$ cat src/rtl/fifo_uart_tx_pkg.sv
// fifo_uart_tx_pkg: shared state encoding and line constants for the FIFO-fed UART transmitter
package fifo_uart_tx_pkg;
  typedef enum logic [2:0] {IDLE, POP, LATCH, START, DATA, STOP} state_t;
  localparam logic IDLE_LVL = 1'b1;
  localparam int NE_BIT = 0;
endpackage

$ cat src/rtl/uart_baud_cnt.sv
// uart_baud_cnt: bit-period cycle counter with restart and end-of-bit tick
module uart_baud_cnt #(
  parameter int CLKS_PER_BIT = 104
) (
  input  logic clk,
  input  logic rst_n,
  input  logic restart,
  output logic tick
);
  localparam int W = $clog2(CLKS_PER_BIT);
  localparam logic [W-1:0] LAST = W'(CLKS_PER_BIT - 1);
  logic [W-1:0] cnt;
  assign tick = cnt == LAST;
  // count cycles within a bit, wrapping exactly at the boundary so bit periods never drift
  always_ff @(posedge clk or negedge rst_n)
    if (!rst_n) cnt <= '0;
    else cnt <= (restart || tick) ? '0 : cnt + 1'b1;
endmodule

$ cat src/rtl/fifo_uart_tx.sv
// fifo_uart_tx: pops words from a FIFO read port and sends each as an async UART frame
module fifo_uart_tx
  import fifo_uart_tx_pkg::*;
#(
  parameter int n            = 8,
  parameter int CLKS_PER_BIT = 104,
  parameter int STOP_BITS    = 1
) (
  input  logic         clk,
  input  logic         rst_n,
  input  logic         en,
  input  logic [3:0]   status,
  input  logic [n-1:0] data_i,
  output logic         clk_o,
  output logic         tx,
  output logic         busy
);
  localparam int IW = $clog2(n);
  localparam logic [IW-1:0] LAST_BIT = IW'(n - 1);
  localparam logic LAST_SB = 1'(STOP_BITS - 1);
  state_t state;
  logic [n-1:0] shreg;
  logic [IW-1:0] idx;
  logic sb, tick, restart, go, unused_status;
  assign go = en && status[NE_BIT];
  assign restart = state != START && state != DATA && state != STOP;
  assign unused_status = ^status[3:1];
  uart_baud_cnt #(.CLKS_PER_BIT(CLKS_PER_BIT)) u_baud (
    .clk(clk),
    .rst_n(rst_n),
    .restart(restart),
    .tick(tick)
  );
  // frame sequencer: pop strobe, word capture, start/data/stop serialisation
  always_ff @(posedge clk or negedge rst_n)
    if (!rst_n) begin
      state <= IDLE;
      tx    <= IDLE_LVL;
      clk_o <= 1'b0;
      busy  <= 1'b0;
      shreg <= '0;
      idx   <= '0;
      sb    <= 1'b0;
    end else begin
      clk_o <= 1'b0;
      case (state)
        IDLE: if (go) begin
          state <= POP;
          clk_o <= 1'b1;
          busy  <= 1'b1;
        end
        POP: state <= LATCH;
        LATCH: begin
          shreg <= data_i;
          tx    <= 1'b0;
          state <= START;
        end
        START: if (tick) begin
          tx    <= shreg[0];
          idx   <= '0;
          state <= DATA;
        end
        DATA: if (tick) begin
          if (idx == LAST_BIT) begin
            tx    <= IDLE_LVL;
            sb    <= 1'b0;
            state <= STOP;
          end else begin
            shreg <= shreg >> 1;
            tx    <= shreg[1];
            idx   <= idx + 1'b1;
          end
        end
        STOP: if (tick) begin
          if (sb == LAST_SB) begin
            state <= go ? POP : IDLE;
            clk_o <= go;
            busy  <= go;
          end else sb <= 1'b1;
        end
        default: state <= IDLE;
      endcase
    end
endmodule

$ cat config.mk
export PLATFORM = sky130hd
export DESIGN_NAME = fifo_uart_tx
export DESIGN_NICKNAME = d
export VERILOG_FILES = /design/src/rtl/fifo_uart_tx_pkg.sv /design/src/rtl/uart_baud_cnt.sv /design/src/rtl/fifo_uart_tx.sv
export SDC_FILE = /design/constraint.sdc
export NUM_CORES = 1
export LEC_CHECK = 0
export ABC_AREA = 1
export CAP_MARGIN = 5
export CORE_ASPECT_RATIO = 0.75
export CORE_UTILIZATION = 53
export DETAILED_ROUTE_END_ITERATION = 8
export PLACE_DENSITY = 0.78
export SYNTH_ARGS = -nofsm -noshare
export SYNTH_HDL_FRONTEND = slang
export SYNTH_SLANG_ARGS = --single-unit
$ cat constraint.sdc
create_clock -name clk -period 1.5 [get_ports clk]
set_input_delay 0.3 -clock clk [delete_from_list [all_inputs] [get_ports clk]]
set_output_delay 0.3 -clock clk [all_outputs]
set_load 0.01 [all_outputs]
==> impl_metrics.yaml <==
status:
  status: "finished clean"
sta:
  finalHoldViolCount: 0
  rsz0062_at_grt: "true"
  fin_crit_ns: 1.431
  maxSlewHeadroom_pct: 79.18
  finalCritPeriodShare_pct: 95.39
  tightest_slew_ns: 0.3123
  setup_violations: 0
  slew_viol_final: 0
  tns_ns: 0
  max_freq_mhz: 698.9
  fin_skew_ns: 0.001793
worst_setup_path:
  cpLargestDelayFamily: "flip-flops"
  worstPathCellList: "dlygate4sd2_1"
  start_kind: "flop"
  crit_type: "reg -> out"
  crit_required_ns: 1.20
  slowest_delay_ns: 0.56
  r2r_setup_slack_ns: 0.07
  crit_fanout: 2
  critPathSlowestCell: "dfstp_2"
  cp.arrival_ns: 1.13
  r2r_end: "shreg[5]"
  worstSetupEndpointType: "primary output"
  r2r_start: "idx[1]"
  worst-r2r-cell-count: 8
  path_buf_inv: 1
clock_network:
  cts_tree: "done"
  cts_sinks: 24
  cts_buffers: 3
  h-tree-depth: 1
  path_clk_slew_ns: 0.13
  hold_buffers: 0
  clk_latency_ns: 0.32
  root_buffer: "clkbuf_4"
  clk_path_buf_depth: 2
synth:
  yosysWarnings: 0
  synthesis.area_um2: 1284
  syn_area_per_cell_um2: 7.551
  yosysSeqAreaShare_pct: 46.88
  syn_nets: 188
  netlist_instances: 170
  synth.distinct_cells: 25
  ys_seq_elements: 24
global_route:
  grt_pass1_vias: 1020
  grt_pass1_wl_um: 4333
  antenna_found_initial: 0
  grt_start_max_net_pins: 25
  grt-ovfl-total: 0
  grt_usage_pct: 22.24
placement:
  place_congestion: 0.8096
  place_hpwl_um: 1826
  port_buffers: 14
route:
  remaining_drc_errors: 0
  drt-vias-per-instance: 4.921
  vias: 1117
  drt_iter0_drc: 30
  ant_nets: 0
  routed_wl_um: 2516
  post_drt_wl_per_cell_um: 11.08
  firstDrtPassIters: 4
final_layout:
  final_util_pct: 68.74
  final_nets: 212
  area_delta_synth_final_pct: 22.61
  diodes: 0
  layout-drive-gt1-share_pct: 20.21
pwr:
  p_sw_share_pct: 44.16
  seqPwrFrac_pct: 40.3
  max-vdd-ir-drop_v: 0.001057
  intPower_mw: 1.383
  p_sw_mw: 1.094
  combPwrFrac_pct: 47.7
  p_leak_nw: 0.8153
  p_clk_share_pct: 12.0
  powerDensity_nw_per_um2: 1574
die:
  dieHeight_um: 44.62
  die-area_um2: 2625
  num_io_pins: 18
  core_area_um2: 2290
  num_rows: 15
  dieWidth_um: 58.83
  start_util_pct: 56.07
min_path:
  hold_path_class: "in -> async"
flow_run:
  maxCapViolCount: 0
==> timing repair <==
action | in CTS | in global routing
buffers inserted | 1 | 2
gates cloned | 0 | 0
hold endpoints to repair | 0 | 0
pin swaps | 1 | 8
gates resized for setup | 6 | 14
endpoints found under the setup margin | 11 | 13
==> final cells by class <==
| type | instances | area [um^2] |
|---|---|---|
| Inverter | 15 | 66.31 |
| Tap cell | 34 | 42.54 |
| Sequential cell | 24 | 603.1 |
| Clock buffer | 4 | 26.28 |
| Multi-Input combinational cell | 129 | 646.9 |
| Fill cell | 197 | 715.7 |
| Timing Repair Buffer | 21 | 188.9 |
==> synth_stat cells <==
cell       n  area [um^2]
buf_4      1        7.510
o21bai_2   1        11.26
inv_1     12        45.04
a21oi_1    1        5.000
inv_2      1        3.750
nor3_2     1        10.01
dfrtp_1   23        575.6
nand2_2    6        37.54
o21bai_1   1        7.510
buf_6      1        11.26
nor2_1    14        52.55
o21ai_0    1        5.000
dfstp_2    1        26.28
o21ai_1    5        25.02
or2_1      1        6.260
o21ai_2    1        8.760
nand3_1   11        55.05
inv_4      2        12.51
nor3_1     2        10.01
nand2_4    1        11.26
nor3b_2    1        12.51
ha_1       3        37.54
nand3b_1   2        15.01
nor2_2     1        6.260
nand2_1   76        285.3
==> per-stage QoR <==
stage | hold slack [ns] | cell area, um^2 | total power, mW | setup slack [ns] | instances
floorplan | 0.004409 | 1284 | 1.814 | 0.1440 | 170
detailed placement | 0.4491 | 1478 | 2.109 | -0.01360 | 220
finish | 0.3323 | 1574 | 2.477 | 0.06909 | 227
CTS | 0.3341 | 1515 | 2.418 | 0.01153 | 225
global placement | 0.4437 | 1478 | 2.045 | 0.01315 | 220
global route | 0.3653 | 1574 | 2.705 | -0.02946 | 227
==> cells in the final DEF (no fill, tap or decap), drive strengths merged <==
cell type	n
clkbuf	4
buf	7
nor3	3
or2	1
dlygate4sd2	3
clkdlybuf4s50	11
a21oi	1
ha	3
inv	15
nand3b	2
dfstp	1
o21ai	7
dfrtp	23
o21bai	2
nor3b	1
nor2	15
nand3	11
nand2	83
==> per-layer routing <==
metal	share of wire, %	GRT usage, %
met1	50	30.35
met2	46	35.45
met3	3.9	6.433
met4	0.40	4.762
met5	0	0
==> registers in the layout, indices dropped and copies added, names as in the netlist <==
| register | count |
|---|---|
| shreg | 8 |
| u_baud.cnt | 7 |
| idx | 3 |
| state | 3 |
| busy | 1 |
| clk_o | 1 |
| tx | 1 |
==> power groups by stage <==
stage | Combinational, mW | Sequential (mW) | Clock [mW]
2_1_floorplan | 0.840 | 0.974 | 0
3_3_place_gp | 1.05 | 0.994 | 0
3_5_place_dp | 1.10 | 1.00 | 0
4_1_cts | 1.12 | 0.991 | 0.309
5_1_grt | 1.35 | 1.03 | 0.327
6_report | 1.18 | 0.999 | 0.296
==> cells by family (layout without fill, tap and decap cells) <==
family,after synthesis,after routing,share of synthesized area (%)
adders and majority gates,3,3,2.924
DFF,24,24,46.88
and+or+nand+nor,116,116,39.08
buffers and inverters,17,40,6.237
AOI/OAI and AO/OA,10,10,4.873
==> worst max path at each step <==
stage / cells after the start / start / slack (ns) / end
finish: 1 / tx / 0.07 / tx
global route: 8 / idx[1] / -0.03 / shreg[2]
CTS: 8 / idx[0] / 0.01 / shreg[5]
detailed placement: 8 / idx[0] / -0.01 / shreg[5]
global placement: 8 / idx[0] / 0.01 / shreg[1]
floorplan: 7 / idx[0] / 0.14 / shreg[7]
No activity file was read; power rests on OpenSTA's default activity.
